--- config.mk ---
export PLATFORM = sky130hd
export DESIGN_NAME = clk_activity_monitor
export DESIGN_NICKNAME = d
export VERILOG_FILES = /design/src/rtl/clk_activity_monitor.sv
export SDC_FILE = /design/constraint.sdc
export NUM_CORES = 1
export LEC_CHECK = 0
export ABC_AREA = 1
export BUFFER_PORTS_ARGS = -buffer_cell sky130_fd_sc_hd__buf_2
export CAP_MARGIN = 25
export CORE_MARGIN = 2
export CORE_UTILIZATION = 59
export CTS_CLUSTER_DIAMETER = 60
export DETAILED_ROUTE_END_ITERATION = 7
export MAX_ROUTING_LAYER = met4
export PLACE_DENSITY = 0.77
export SYNTH_ARGS = -nofsm -noshare
export SYNTH_HDL_FRONTEND = slang
export SYNTH_SLANG_ARGS = --single-unit
--- constraint.sdc ---
create_clock -name clk -period 2.41 [get_ports clk]
set_input_delay 0 -clock clk [delete_from_list [all_inputs] [get_ports clk]]
set_output_delay 0 -clock clk [all_outputs]
set_load 0.05 [all_outputs]
--- src/rtl/clk_activity_monitor.sv ---
// Heartbeat monitor: synchronizes an asynchronous blink and measures its period.
// It reports lock/loss of the source and flags periods outside the legal window.
module clk_activity_monitor #(
    parameter int CNT_WIDTH  = 26,
    parameter int MIN_PERIOD = 1_000_000,
    parameter int MAX_PERIOD = 40_000_000,
    parameter int TIMEOUT    = 60_000_000
) (
    input  logic                 clk,
    input  logic                 reset_n,
    input  logic                 hb_in,
    input  logic                 clear,
    output logic                 alive,
    output logic [CNT_WIDTH-1:0] period,
    output logic                 period_valid,
    output logic                 out_of_range,
    output logic                 range_err_sticky,
    output logic                 lost_sticky
);

    if (!(MIN_PERIOD > 2 && MIN_PERIOD <= MAX_PERIOD && MAX_PERIOD < TIMEOUT &&
          longint'(TIMEOUT) <= (longint'(1) << CNT_WIDTH) - 1)) begin : g_bad_params
        $error("clk_activity_monitor: need 2 < MIN_PERIOD <= MAX_PERIOD < TIMEOUT <= 2^CNT_WIDTH-1");
    end

    localparam logic [CNT_WIDTH-1:0] LP_MIN     = CNT_WIDTH'(MIN_PERIOD);
    localparam logic [CNT_WIDTH-1:0] LP_MAX     = CNT_WIDTH'(MAX_PERIOD);
    localparam logic [CNT_WIDTH-1:0] LP_TIMEOUT = CNT_WIDTH'(TIMEOUT);

    typedef enum logic [1:0] {SEARCH, SYNC, LOCKED, LOST} state_t;

    state_t               r_state;
    state_t               w_state_next;
    logic                 r_sync1, r_sync2, r_sync3;
    logic [CNT_WIDTH-1:0] r_cnt;
    logic [CNT_WIDTH-1:0] r_period;
    logic                 r_alive, r_period_valid, r_out_of_range;
    logic                 r_range_err_sticky, r_lost_sticky;

    logic                 w_rise;
    logic [CNT_WIDTH-1:0] w_cnt_inc;
    logic                 w_timeout;
    logic                 w_oor;
    logic                 w_latch;
    logic                 w_enter_lost;

    // The incremented count is the distance to the edge being seen now,
    // which is why both the period latch and the timeout compare use it.
    assign w_rise    = r_sync2 & ~r_sync3;
    assign w_cnt_inc = (r_cnt == '1) ? r_cnt : r_cnt + 1'b1;
    assign w_timeout = (w_cnt_inc == LP_TIMEOUT) && !w_rise;
    assign w_oor     = (w_cnt_inc < LP_MIN) || (w_cnt_inc > LP_MAX);

    // NOTE: every signal written here gets a default first so no latch is inferred.
    always_comb begin
        w_state_next = r_state;
        w_latch      = 1'b0;
        case (r_state)
            SEARCH: begin
                if (w_rise)         w_state_next = SYNC;
                else if (w_timeout) w_state_next = LOST;
            end
            SYNC, LOCKED: begin
                if (w_rise) begin
                    w_state_next = LOCKED;
                    w_latch      = 1'b1;
                end else if (w_timeout) begin
                    w_state_next = LOST;
                end
            end
            LOST: begin
                if (w_rise) w_state_next = SYNC;
            end
            default: w_state_next = SEARCH;
        endcase
        w_enter_lost = (w_state_next == LOST) && (r_state != LOST);
    end

    // NOTE: sequential state uses non-blocking assignments only; the synchronizer
    // flops are reset too so a reset discards any half-seen edge.
    always_ff @(posedge clk) begin
        if (!reset_n) begin
            r_state            <= SEARCH;
            r_sync1            <= 1'b0;
            r_sync2            <= 1'b0;
            r_sync3            <= 1'b0;
            r_cnt              <= '0;
            r_period           <= '0;
            r_alive            <= 1'b0;
            r_period_valid     <= 1'b0;
            r_out_of_range     <= 1'b0;
            r_range_err_sticky <= 1'b0;
            r_lost_sticky      <= 1'b0;
        end else begin
            r_sync1        <= hb_in;
            r_sync2        <= r_sync1;
            r_sync3        <= r_sync2;
            r_state        <= w_state_next;
            r_cnt          <= w_rise ? '0 : w_cnt_inc;
            r_period_valid <= w_latch;
            r_alive        <= (w_state_next == LOCKED);
            if (w_latch) begin
                r_period       <= w_cnt_inc;
                r_out_of_range <= w_oor;
            end
            // Set beats clear when both happen in the same cycle.
            if (w_latch && w_oor) r_range_err_sticky <= 1'b1;
            else if (clear)       r_range_err_sticky <= 1'b0;
            if (w_enter_lost)     r_lost_sticky <= 1'b1;
            else if (clear)       r_lost_sticky <= 1'b0;
        end
    end

    assign alive            = r_alive;
    assign period           = r_period;
    assign period_valid     = r_period_valid;
    assign out_of_range     = r_out_of_range;
    assign range_err_sticky = r_range_err_sticky;
    assign lost_sticky      = r_lost_sticky;

endmodule

==> impl_results.md <==
- Final setup violation count: 0
- Finished Layout Cells: 638
- Worst skew pair latency: 0.34 ns
- CP Launch Point: r_cnt[17]
- DRC: 0
- Critical path type: reg2reg
- Port Buffer Count: 34
- Power share of the clock group: 31.3%
- Setup Skew: 0.00812 ns
- Clk sinks: 62
- H-tree levels: 3
- Critical path cell sequence: nand2_1 -> nor2_2 -> nand2_1 -> nor2_4 -> nand2_8 -> nand2_1 -> nand2_1 -> inv_2 -> nand2_1 -> nor2_2 -> nand2_1 -> nor2_1 -> nand3_1 -> nand2_1 -> nand2_1 -> nand2_1 -> nand2_2 -> o21ai_2
- Total CTS buffers: 9
- Vias in the first global route: 3307
- Req. time, crit path: 2.68 ns
- Levels on crit path: 18
- Antenna cell count: 0
- Max layer used: met4
- Yosys top cell area share: 37.1%
- Mapped cell area: 3340 um^2
- Comb pwr share: 22.0%
- Syn_nets: 514
- Critical R2R Capture: lost_sticky
- RR Startpoint: r_cnt[17]
- Most used cell, CP: nand2_1
- Post-synthesis sequential area ratio: 37.1%
- Fmax: 0.446 GHz
- Sw frac: 33.5%
- Fin util: 73.5%
- Global route overflow: 0
- Pin count of the biggest net entering global routing: 43
- Synth Flop Type: dfxtp_1
- WL final: 9.55 mm
- Worst setup path endpoint: lost_sticky
- Root buf cell: clkbuf_8
- Setup TNS: 0 ns
- CTS tree: yes
- CP Max Fanout: 11
- Area Growth Syn to Fin: 20.4%
- Max_cap viols: 0
- Slew Limit Fails: 0
- All-layer global routing usage: 32.9%
- Dpl cells: 615
- Worst-Margin Slew: 0.489 ns
- Worst setup EP type: register
- Clock Pin Slew Worst Setup and Hold Paths: 0.06 ns
- VDD IR max: 0.506 mV
- Sequential share of power: 46.7%
- Mapped Cells: 506
- DR iter-0 viols: 322
- Leak: 2.01 nW
- Routed len/inst: 15.0 um
- Routed Antenna Nets: 0
- Final hold violations: 0
- Flop-to-flop setup slack: 0.17 ns
- Fill cell count: 443
- Worst path top cell family by delay: simple AND/OR/NAND/NOR gates
- Post-synth EDFFs: 0
- Relative slew slack: 67.2%
- Unique masters post-synth: 37
- CP max stage delay: 0.37 ns
- Rows: 27
- Clock Path Buffers: 2
- Vias per cell: 5.41
- Internal: 0.00162 W
- Largest cells by area after synthesis: dfxtp_1 37%, nand2_1 17%, nor2_1 8.3%
- Metal1 wirelength: 4.10 mm
- Final net count: 571
- CP max stage cell: dfxtp_2
- Worst path buffer plus inverter count: 1
- Die area: 6280 um^2
- Final HPWL DP: 7.00 mm
- Final worst-path cycle share: 93.1%
- Avg Cell Area, Syn: 6.61 um^2
- Wire length on met2: 4.45 mm
- Pre-CTS WS: 0.0330 ns
- Met3 wire length: 664 um
- Status: finished, final reports clean
- Core Area: 5470 um^2
- Ports: 35
- Pre-antenna DRT Iters: 5
- Class of the worst hold path: in2reg
- Warnings from Yosys: 0
- #FFs+latches synth: 62
- Placer Congestion: 0.992
- Clock period minus worst slack: 2.24 ns
- Sw Pwr: 0.000819 W
- Die width: 79.3 um
- Routed vias: 3453
- Arr. time, crit path: 2.51 ns
- Post-synth ARST share: 0%
- Most frequent cell after synthesis: nand2_1
- Setup ws final: 0.167 ns
- Initial antenna violation count: 0
- Synth area leader: dfxtp_1
- Worst setup SP type: register
- Pwr dens: 607 nW/um^2
- Die Height: 79.3 um
- First-pass GRT wire length: 15.5 mm
- Worst Reg-to-Reg Cells: 18
- Share of cells above drive strength 1: 25.1%
- Post-synth top cells: 148 x nand2_1, 74 x nor2_1, 73 x inv_1
- Starting Density: 61.1%
==> power groups by stage <==
stage               Sequential, W  Combinational (W)  Clock, W
floorplan                 0.00136           0.000197         0
global placement          0.00116           0.000509         0
detailed placement        0.00116           0.000522         0
CTS                       0.00114           0.000528  0.000774
global route              0.00115           0.000582  0.000809
finish                    0.00114           0.000538  0.000765
==> stage by stage <==
stage / hold slack [ns] / total power, W / area [um^2]
floorplan: 0.0976 / 0.00156 / 3340
global placement: 0.180 / 0.00167 / 3650
detailed placement: 0.195 / 0.00168 / 3650
CTS: 0.384 / 0.00244 / 3840
global route: 0.398 / 0.00254 / 4030
finish: 0.395 / 0.00244 / 4030
==> worst register-to-register path, stage by stage, from the launching register on <==
cell     delay [ns]
dfxtp_2        0.37
nand2_1        0.11
nor2_2         0.16
nand2_1        0.12
nor2_4         0.23
nand2_8        0.10
nand2_1        0.07
nand2_1        0.06
inv_2          0.08
nand2_1        0.07
nor2_2         0.14
nand2_1        0.07
nor2_1         0.09
nand3_1        0.10
nand2_1        0.10
nand2_1        0.05
nand2_1        0.07
nand2_2        0.08
o21ai_2        0.11
==> worst min path at each step <==
| stage | from | endpoint | cells after the start | slack [ns] |
|---|---|---|---|---|
| 2_1_floorplan | hb_in | r_sync1 | 2 | 0.1 |
| 3_3_place_gp | hb_in | r_sync1 | 3 | 0.18 |
| 3_5_place_dp | hb_in | r_sync1 | 3 | 0.19 |
| 4_1_cts | hb_in | r_sync1 | 4 | 0.38 |
| 5_1_grt | hb_in | r_sync1 | 4 | 0.40 |
| 6_report | hb_in | r_sync1 | 4 | 0.40 |
==> kinds of logic after synthesis <==
kind of cell	share of synthesized area, %
xor gates and xnor gates	2.36
and+or+nand+nor	38.8
DFF	37.1
adders and majority gates	1.50
AOI/OAI and AO/OA	9.36
buffers and inverters	10.8
==> cells in the final DEF, fill, tap and decap left out, types with 3 or more instances in the layout <==
cell,count
a21oi_1,6
nor3_1,5
buf_2,34
dfxtp_1,42
dfxtp_2,19
o211ai_1,15
o21bai_1,3
xor2_1,4
nor2_4,7
inv_1,71
xnor2_1,5
nor2_2,16
ha_1,3
nand2_1,142
clkbuf_8,10
nor2_1,57
dlygate4sd3_1,3
buf_4,20
nand3_2,4
o21ai_0,17
nand4_1,7
inv_2,8
nand2_2,9
nand3_1,30
nand3b_1,4
==> final cells by class <==
class	count	area, um^2	area share, %
multi-input combinational	352	1860	46.1
sequential	62	1270	31.5
timing repair buffer	57	350	8.70
inverter	81	304	7.55
clock buffer	12	145	3.61
tap	72	90.1	2.24
clock inverter	2	10.0	0.249
==> timing repair <==
action | CTS | global route
pin swaps | 0 | 13
gates cloned | 0 | 0
setup buffers | 0 | 6
hold endpoints to repair | 3 | 0
resized for setup | 1 | 54
setup endpoints to repair | 1 | 6
hold buffers | 3 | 0
==> metal layers <==
metal	GRT usage (%)	up-vias
li1	-	1690
met1	42.3	1553
met2	50.8	176
met3	5.34	34
met4	15.7	0
met5	-	-
Power figures use the tool's default switching activity.
